$ cat src/rtl/hazard_ctrl.sv
// Pipeline hazard controller: load-use stalls, branch flushes, data-memory wait freeze and bus-error timeout.
// Optional performance counters are enabled with the HAZARD_PERF_CNT_EN macro.
module hazard_ctrl #(
    parameter int MAX_WAIT = 15
) (
    input  logic        clock,
    input  logic        reset,
    input  logic [4:0]  id_rs,
    input  logic [4:0]  id_rt,
    input  logic        id_uses_rs,
    input  logic        id_uses_rt,
    input  logic [4:0]  ex_rd,
    input  logic        ex_wreg,
    input  logic        ex_mem2reg,
    input  logic        branch_taken,
    input  logic        mem_req,
    input  logic        mem_ready,
    output logic        PCWrite,
    output logic        IFIDWrite,
    output logic        bubble,
    output logic        flush_ifid,
    output logic        freeze,
    output logic        bus_error,
    output logic [31:0] stall_cycles,
    output logic [31:0] flush_count,
    output logic [1:0]  dbg_state
);

    localparam int CW = ($clog2(MAX_WAIT + 1) > 4) ? $clog2(MAX_WAIT + 1) : 4;

    typedef enum logic [1:0] {
        RUN      = 2'd0,
        STALL_LU = 2'd1,
        WAIT_MEM = 2'd2,
        ERROR    = 2'd3
    } state_t;

    state_t        state_q, state_d;
    logic [CW-1:0] wait_cnt_q, wait_cnt_d;
    logic          mem_wait;
    logic          load_use;

    // An access completes in the cycle mem_req and mem_ready are both high;
    // a dropped mem_req also ends the wait, so only req & ~ready holds the pipe.
    assign mem_wait = mem_req & ~mem_ready;
    assign load_use = ex_mem2reg & ex_wreg & (ex_rd != 5'd0) &
                      ((id_uses_rs & (id_rs == ex_rd)) | (id_uses_rt & (id_rt == ex_rd)));

    assign dbg_state = state_q;

    always_ff @(posedge clock or posedge reset) begin
        if (reset) begin
            state_q    <= RUN;
            wait_cnt_q <= '0;
        end else begin
            state_q    <= state_d;
            wait_cnt_q <= wait_cnt_d;
        end
    end

    always_comb begin
        state_d    = state_q;
        wait_cnt_d = wait_cnt_q;
        PCWrite    = 1'b1;
        IFIDWrite  = 1'b1;
        bubble     = 1'b0;
        flush_ifid = 1'b0;
        freeze     = 1'b0;
        bus_error  = 1'b0;
        if (!reset) begin
            unique case (state_q)
                RUN: begin
                    if (mem_wait) begin
                        freeze     = 1'b1;
                        PCWrite    = 1'b0;
                        IFIDWrite  = 1'b0;
                        state_d    = WAIT_MEM;
                        wait_cnt_d = CW'(1);
                    end else if (load_use) begin
                        PCWrite   = 1'b0;
                        IFIDWrite = 1'b0;
                        bubble    = 1'b1;
                        state_d   = STALL_LU;
                    end else if (branch_taken) begin
                        flush_ifid = 1'b1;
                    end
                end
                STALL_LU: begin
                    // EX already holds the bubble, so load_use is stale here.
                    if (mem_wait) begin
                        freeze     = 1'b1;
                        PCWrite    = 1'b0;
                        IFIDWrite  = 1'b0;
                        state_d    = WAIT_MEM;
                        wait_cnt_d = CW'(1);
                    end else begin
                        flush_ifid = branch_taken;
                        state_d    = RUN;
                    end
                end
                WAIT_MEM: begin
                    if (mem_wait) begin
                        freeze    = 1'b1;
                        PCWrite   = 1'b0;
                        IFIDWrite = 1'b0;
                        if (wait_cnt_q == CW'(MAX_WAIT)) begin
                            bus_error = 1'b1;
                            state_d   = ERROR;
                        end else begin
                            wait_cnt_d = wait_cnt_q + CW'(1);
                        end
                    end else begin
                        // Released this cycle: ID hazards are resolved as in RUN.
                        wait_cnt_d = '0;
                        if (load_use) begin
                            PCWrite   = 1'b0;
                            IFIDWrite = 1'b0;
                            bubble    = 1'b1;
                            state_d   = STALL_LU;
                        end else begin
                            flush_ifid = branch_taken;
                            state_d    = RUN;
                        end
                    end
                end
                ERROR: begin
                    freeze    = 1'b1;
                    PCWrite   = 1'b0;
                    IFIDWrite = 1'b0;
                    bus_error = 1'b1;
                end
                default: state_d = RUN;
            endcase
        end
    end

`ifdef HAZARD_PERF_CNT_EN
    logic [31:0] stall_cnt_q, stall_cnt_d;
    logic [31:0] flush_cnt_q, flush_cnt_d;

    always_comb begin
        stall_cnt_d = stall_cnt_q + {31'd0, ~PCWrite};
        flush_cnt_d = flush_cnt_q + {31'd0, flush_ifid};
    end

    always_ff @(posedge clock or posedge reset) begin
        if (reset) begin
            stall_cnt_q <= '0;
            flush_cnt_q <= '0;
        end else begin
            stall_cnt_q <= stall_cnt_d;
            flush_cnt_q <= flush_cnt_d;
        end
    end

    assign stall_cycles = stall_cnt_q;
    assign flush_count  = flush_cnt_q;
`else
    assign stall_cycles = 32'd0;
    assign flush_count  = 32'd0;
`endif

endmodule
$ cat config.mk
export PLATFORM = sky130hd
export DESIGN_NAME = hazard_ctrl
export DESIGN_NICKNAME = d
export VERILOG_FILES = /design/src/rtl/hazard_ctrl.sv
export SDC_FILE = /design/constraint.sdc
export NUM_CORES = 1
export LEC_CHECK = 0
export BUFFER_PORTS_ARGS = -buffer_cell sky130_fd_sc_hd__buf_2
export CORE_UTILIZATION = 35
export CTS_BUF_LIST = sky130_fd_sc_hd__clkbuf_2 sky130_fd_sc_hd__clkbuf_4 sky130_fd_sc_hd__clkbuf_8
export CTS_CLUSTER_SIZE = 24
export DETAILED_ROUTE_END_ITERATION = 6
export HOLD_SLACK_MARGIN = 0.05
export PLACE_DENSITY = 0.74
export SLEW_MARGIN = 10
export SYNTH_ARGS = -nofsm -noshare
export SYNTH_HDL_FRONTEND = slang
export SYNTH_SLANG_ARGS = --single-unit
$ cat constraint.sdc
create_clock -name clock -period 2.5 [get_ports clock]
set_input_delay 0.5 -clock clock [delete_from_list [all_inputs] [get_ports clock]]
set_output_delay 0.5 -clock clock [all_outputs]
set_load 0.02 [all_outputs]
# Word level (Yosys, flattened, before mapping)
# Index checks and enable logic that the tools add are counted.
[classes]
n_reduce_logical = 9
n_mux = 35
bitwise = 9
eq_ne = 10
add_sub_neg = 1
[ops]
columns = ["operator", "count"]
rows = [
  ["two-way mux 1 bit", 21],
  ["two-way mux 4 bit", 3],
  ["equality test 5 bit", 2],
  ["two-way mux 2 bit", 5],
  ["!= test 3 bit, second input constant", 3],
  ["one-hot mux 4 bit (2 select lines)", 1],
  ["AND reduction 4 bit", 2],
  ["AND 1 bit", 6],
  ["one-hot mux 1 bit (3 select lines)", 2],
  ["one-hot mux 2 bit (3 select lines)", 1],
  ["nonzero test 5 bit", 1],
  ["adder 4 x 1 -> 4 bit, second input constant", 1],
  ["equality test 2 bit, second input constant", 2],
  ["equality test 4 bit, second input constant", 1],
  ["one-hot mux 1 bit (2 select lines)", 2],
  ["OR reduction 2 bit", 2],
  ["nonzero test 3 bit", 1],
  ["OR reduction 3 bit", 1],
  ["equality test 2 x 1 -> 1 bit, second input constant", 1],
  ["zero test 2 bit", 1],
  ["!= test 2 x 1 -> 1 bit, second input constant", 1],
  ["inverter 1 bit", 2],
  ["nonzero test 2 bit", 1],
  ["bitwise OR 1 bit", 1],
]
[word_totals]
out_inout_bits = 72
reg_bits = 6

# Longest topological paths before layout
[logic_depth]
depth_word = 8
ltp_mapped = 8
depth_no_buf = 7

# Worst setup path after synthesis
# Ideal clock, no wire load.
[synth_timing]
kind = "in2out"
startpoint = "input ex_rd[1]"
endpoint = "output PCWrite"
slack_ns = 0.166
arrival_time_ns = 1.834
cell_stages = 6
cell_sequence = "or4_1 o211ai_2 inv_1 nand2_1 a221o_1 buf_4"
[synth_between]
elab_chain_len = 8
elab_cells_between_ends = 12
cone_classes = "eq/ne: 2; mux: 4; bitwise: 5; reduce/logical: 1"
[synth_rtl]
columns = ["element", "line", "text"]
rows = [
  ["from (decl)", "12", "input logic [4:0] ex_rd,"],
  ["equality test 5 bit", "47", "((id_uses_rs & (id_rs == ex_rd)) | (id_uses_rt & (id_rt == ex_rd)));"],
  ["AND 1 bit", "47", ""],
  ["bitwise OR 1 bit", "47", ""],
  ["AND 1 bit (*)", "46", "assign load_use = ex_mem2reg & ex_wreg & (ex_rd != 5'd0) &"],
  ["two-way mux 1 bit (*) (2 in a row)", "n/a", ""],
  ["one-hot mux 1 bit (3 select lines) (*)", "n/a", ""],
  ["two-way mux 1 bit (*)", "n/a", ""],
  ["to (decl)", "18", "output logic PCWrite,"],
]
# Every way passes the cells marked *; elsewhere a longest branch is shown, timed or not.

# Worst setup path after layout
[layout_timing]
startpoint = "input ex_rd[1]"
endpoint = "output flush_ifid"
[layout_between]
elab_chain_len = 8
elab_cells_between_ends = 14
cone_classes = "eq/ne: 2; mux: 6; bitwise: 5; reduce/logical: 1"
[layout_rtl]
columns = ["element", "line", "text"]
rows = [
  ["equality test 5 bit", "47", ""],
  ["AND 1 bit", "47", ""],
  ["bitwise OR 1 bit", "47", ""],
  ["AND 1 bit (*)", "46", ""],
  ["two-way mux 1 bit, on equally long branches", "115, 79", ""],
  ["two-way mux 1 bit, on equally long branches", "102, 73", ""],
  ["one-hot mux 1 bit (3 select lines) (*)", "71", "unique case (state_q)"],
  ["two-way mux 1 bit (*)", "70", "if (!reset) begin"],
  ["to (decl)", "21", "output logic flush_ifid,"],
]
# Marked as above.

==> metrics.cfg <==
[route]
via_per_inst = 3.95
antenna_left = 0
wl_per_cell_um = 8.17
drcViolationCount = 0
routed_wirelength_mm = 1.83
drtIter0Drc = 27
vias = 885
dr.pass1.iters = 4

[sta]
finalClockSkew_ns = 0.00269
fmax_ghz = 0.404
fin_crit_ns = 2.48
rsz0062_at_grt = no
period_share_pct = 99.0
slew_violations = 0
setup_violations = 0
setup_tns_ns = 0
hold_viol = 0

[floorplanning]
dieWidth_um = 59.4
die_area_um2 = 3530
rows = 20
dieHeight_um = 59.4
core_area_um2 = 3100
io_pins = 96
initial_core_util_pct = 37.2

[critical_path]
crit_required_ns = 2.00
arrival_ns = 1.98
startpoint_type = primary input
cp_max_fo = 3
end_kind = output pin
crit_type = primary input to output pin

[place]
portBuffers = 31
place_congestion = 0.848
hpwl_mm = 1.59

[logic_synthesis]
synthesis.area_um2 = 1150
synth_flop_cell = dfrtp_1
netlist_top_cells_count = buf_4, xnor2_1, nor2_1, dfrtp_1, nand2_1
synthArstFlopShare_pct = 100
synth_most_common_cell = buf_4
synth_warnings = 0
synth-edff-count = 0
yosys.area.top_type = buf_4
syn_avg_cell_area_um2 = 7.75
ys_seq_area_share_pct = 13.0
synth_cell_types = 34
synth_top_area_share_pct = 42.3
ys_ff_latch = 6
synth_area_leaders = buf_4, dfrtp_1, xnor2_1
netlist_instances = 149

[clock_network]
cts_hold_buffers = 0
numCtsBuffers = 3
clock-sinks = 6
cts_tree = built
root_buffer = clkbuf_4
cts_buffer_depth = 2
clk-insertion-delay-late_ns = 0.24
htreeDepth = 1
path_clk_slew_ns = 0.04

[pwr]
pwr-share-comb_pct = 67.4
p_int_uw = 379
switching_share_pct = 52.8
p_switching_uw = 425
vdd_drop_max_v = 0.000260
p_leak_nw = 0.622
total_power_uw = 804
clkPwrFrac_pct = 10.5
powerDensity_nw_per_um2 = 705
p_seq_share_pct = 22.0

[final_layout]
syn_to_final_growth_pct = -1.19
fillers = 333
layout.nets = 211
num_antenna_cells = 0
drive_gt1_share_pct = 21.7

[global_route]
first_global_vias = 686
grt_overflow_total = 0
grt_usage_pct = 10.9
antenna_found_initial = 0
grt_pass1_wl_mm = 2.88
grt_max_degree = 10

[status]
outcome = complete, no violations

[run]
maxCapViolCount = 0

[min_path]
hold_path.class = primary input to async pin

## power by group through the flow
stage	clock network (mW)	registers (mW)	logic, mW
detailed placement	0	0.179	0.535
CTS	0.0906	0.178	0.537
global route	0.0958	0.186	0.599
global placement	0	0.176	0.532
floorplan	0	0.189	0.482
finish	0.0847	0.177	0.542
## per-layer routing
| metal | part of all wire (%) | vias to the layer above | global-route usage [%] | wire length, µm |
|---|---|---|---|---|
| met2 | 53 | 57 | 19.3 | 965 |
| met4 | 0 | 0 | 5.10 | 0 |
| met3 | 9.0 | 0 | 2.40 | 164 |
| met1 | 38 | 397 | 12.4 | 700 |
| li1 | - | 431 | - | - |
| met5 | 0 | - | 0 | 0 |
## critical path, stage by stage
cell      delay (ns)
buf_2           0.12
or4_1           0.54
o211ai_2        0.23
inv_2           0.07
a21oi_1         0.18
o2111a_1        0.20
buf_4           0.14
## placed cells by master, fill, tap and decap left out, types with 2 or more instances in the layout
cell type | synthesis | layout
a21oi_1 | 3 | 3
buf_2 | 1 | 30
buf_4 | 65 | 3
clkbuf_4 | 0 | 3
conb_1 | 1 | 64
dfrtp_1 | 6 | 6
ha_1 | 5 | 5
inv_1 | 5 | 4
mux2i_1 | 2 | 2
nand2_1 | 6 | 6
nand4_1 | 4 | 4
nor2_1 | 11 | 11
nor2b_1 | 2 | 2
nor3_1 | 2 | 2
nor4_1 | 2 | 2
o21a_1 | 2 | 2
o21ai_0 | 2 | 2
xnor2_1 | 12 | 12
## path summary, 6_finish.rpt
path | depth (start not counted) | to | slack, ns | start
min reg2reg | 1 | wait_cnt_q[0] | 0.56 | wait_cnt_q[0]
min | 2 | wait_cnt_q[3] | 0.24 | reset
max in group asynchronous | 2 | dbg_state[0] | 2.08 | reset
max reg2reg | 6 | dbg_state[0] | 0.62 | dbg_state[0]
max | 7 | flush_ifid | 0.02 | ex_rd[1]
min in group clock | 1 | wait_cnt_q[0] | 0.56 | wait_cnt_q[0]
## layout make-up
type | instances | area, µm² | area share [%]
multi-input cells | 133 | 722 | 63.3
repair buffers | 33 | 173 | 15.1
flip-flops and latches | 6 | 150 | 13.2
well taps | 44 | 55.1 | 4.82
clock buffers | 3 | 22.5 | 1.97
inverters | 5 | 18.8 | 1.64
## kinds of logic (layout without fill, tap and decap cells)
logic type | after synthesis | count (layout) | synth area share, %
buf+inv | 73 | 41 | 45.0
simple gates | 33 | 33 | 14.3
compound gates | 17 | 17 | 11.2
xor+xnor | 12 | 12 | 9.10
flops | 6 | 6 | 13.0
fa+ha+maj | 5 | 5 | 5.42
mux | 2 | 2 | 1.73
other cells | 1 | 64 | 0.325
## per-stage QoR
step / hold slack [ns] / setup slack, ns / util [%] / std cells / area (µm²)
2_1_floorplan: 0.473 / 0.166 / - / 212 / 1390
3_3_place_gp: 0.490 / 0.0637 / 36.0 / 221 / 1120
3_5_place_dp: 0.497 / 0.0591 / 36.0 / 221 / 1120
4_1_cts: 0.233 / 0.0578 / 36.7 / 224 / 1140
5_1_grt: 0.260 / 0.00485 / 36.8 / 224 / 1140
6_report: 0.238 / 0.0245 / 36.8 / 224 / 1140
## flip-flops by register name (all words and copies together) (netlist names)
name,flops
wait_cnt_q,4
dbg_state,2
## timing repair
| action | 4_1_cts | 5_1_grt |
|---|---|---|
| setup endpoints to repair | 0 | 1 |
| gates resized for setup | 0 | 2 |
| setup buffers | 0 | 0 |
Power figures use the tool's default switching activity.
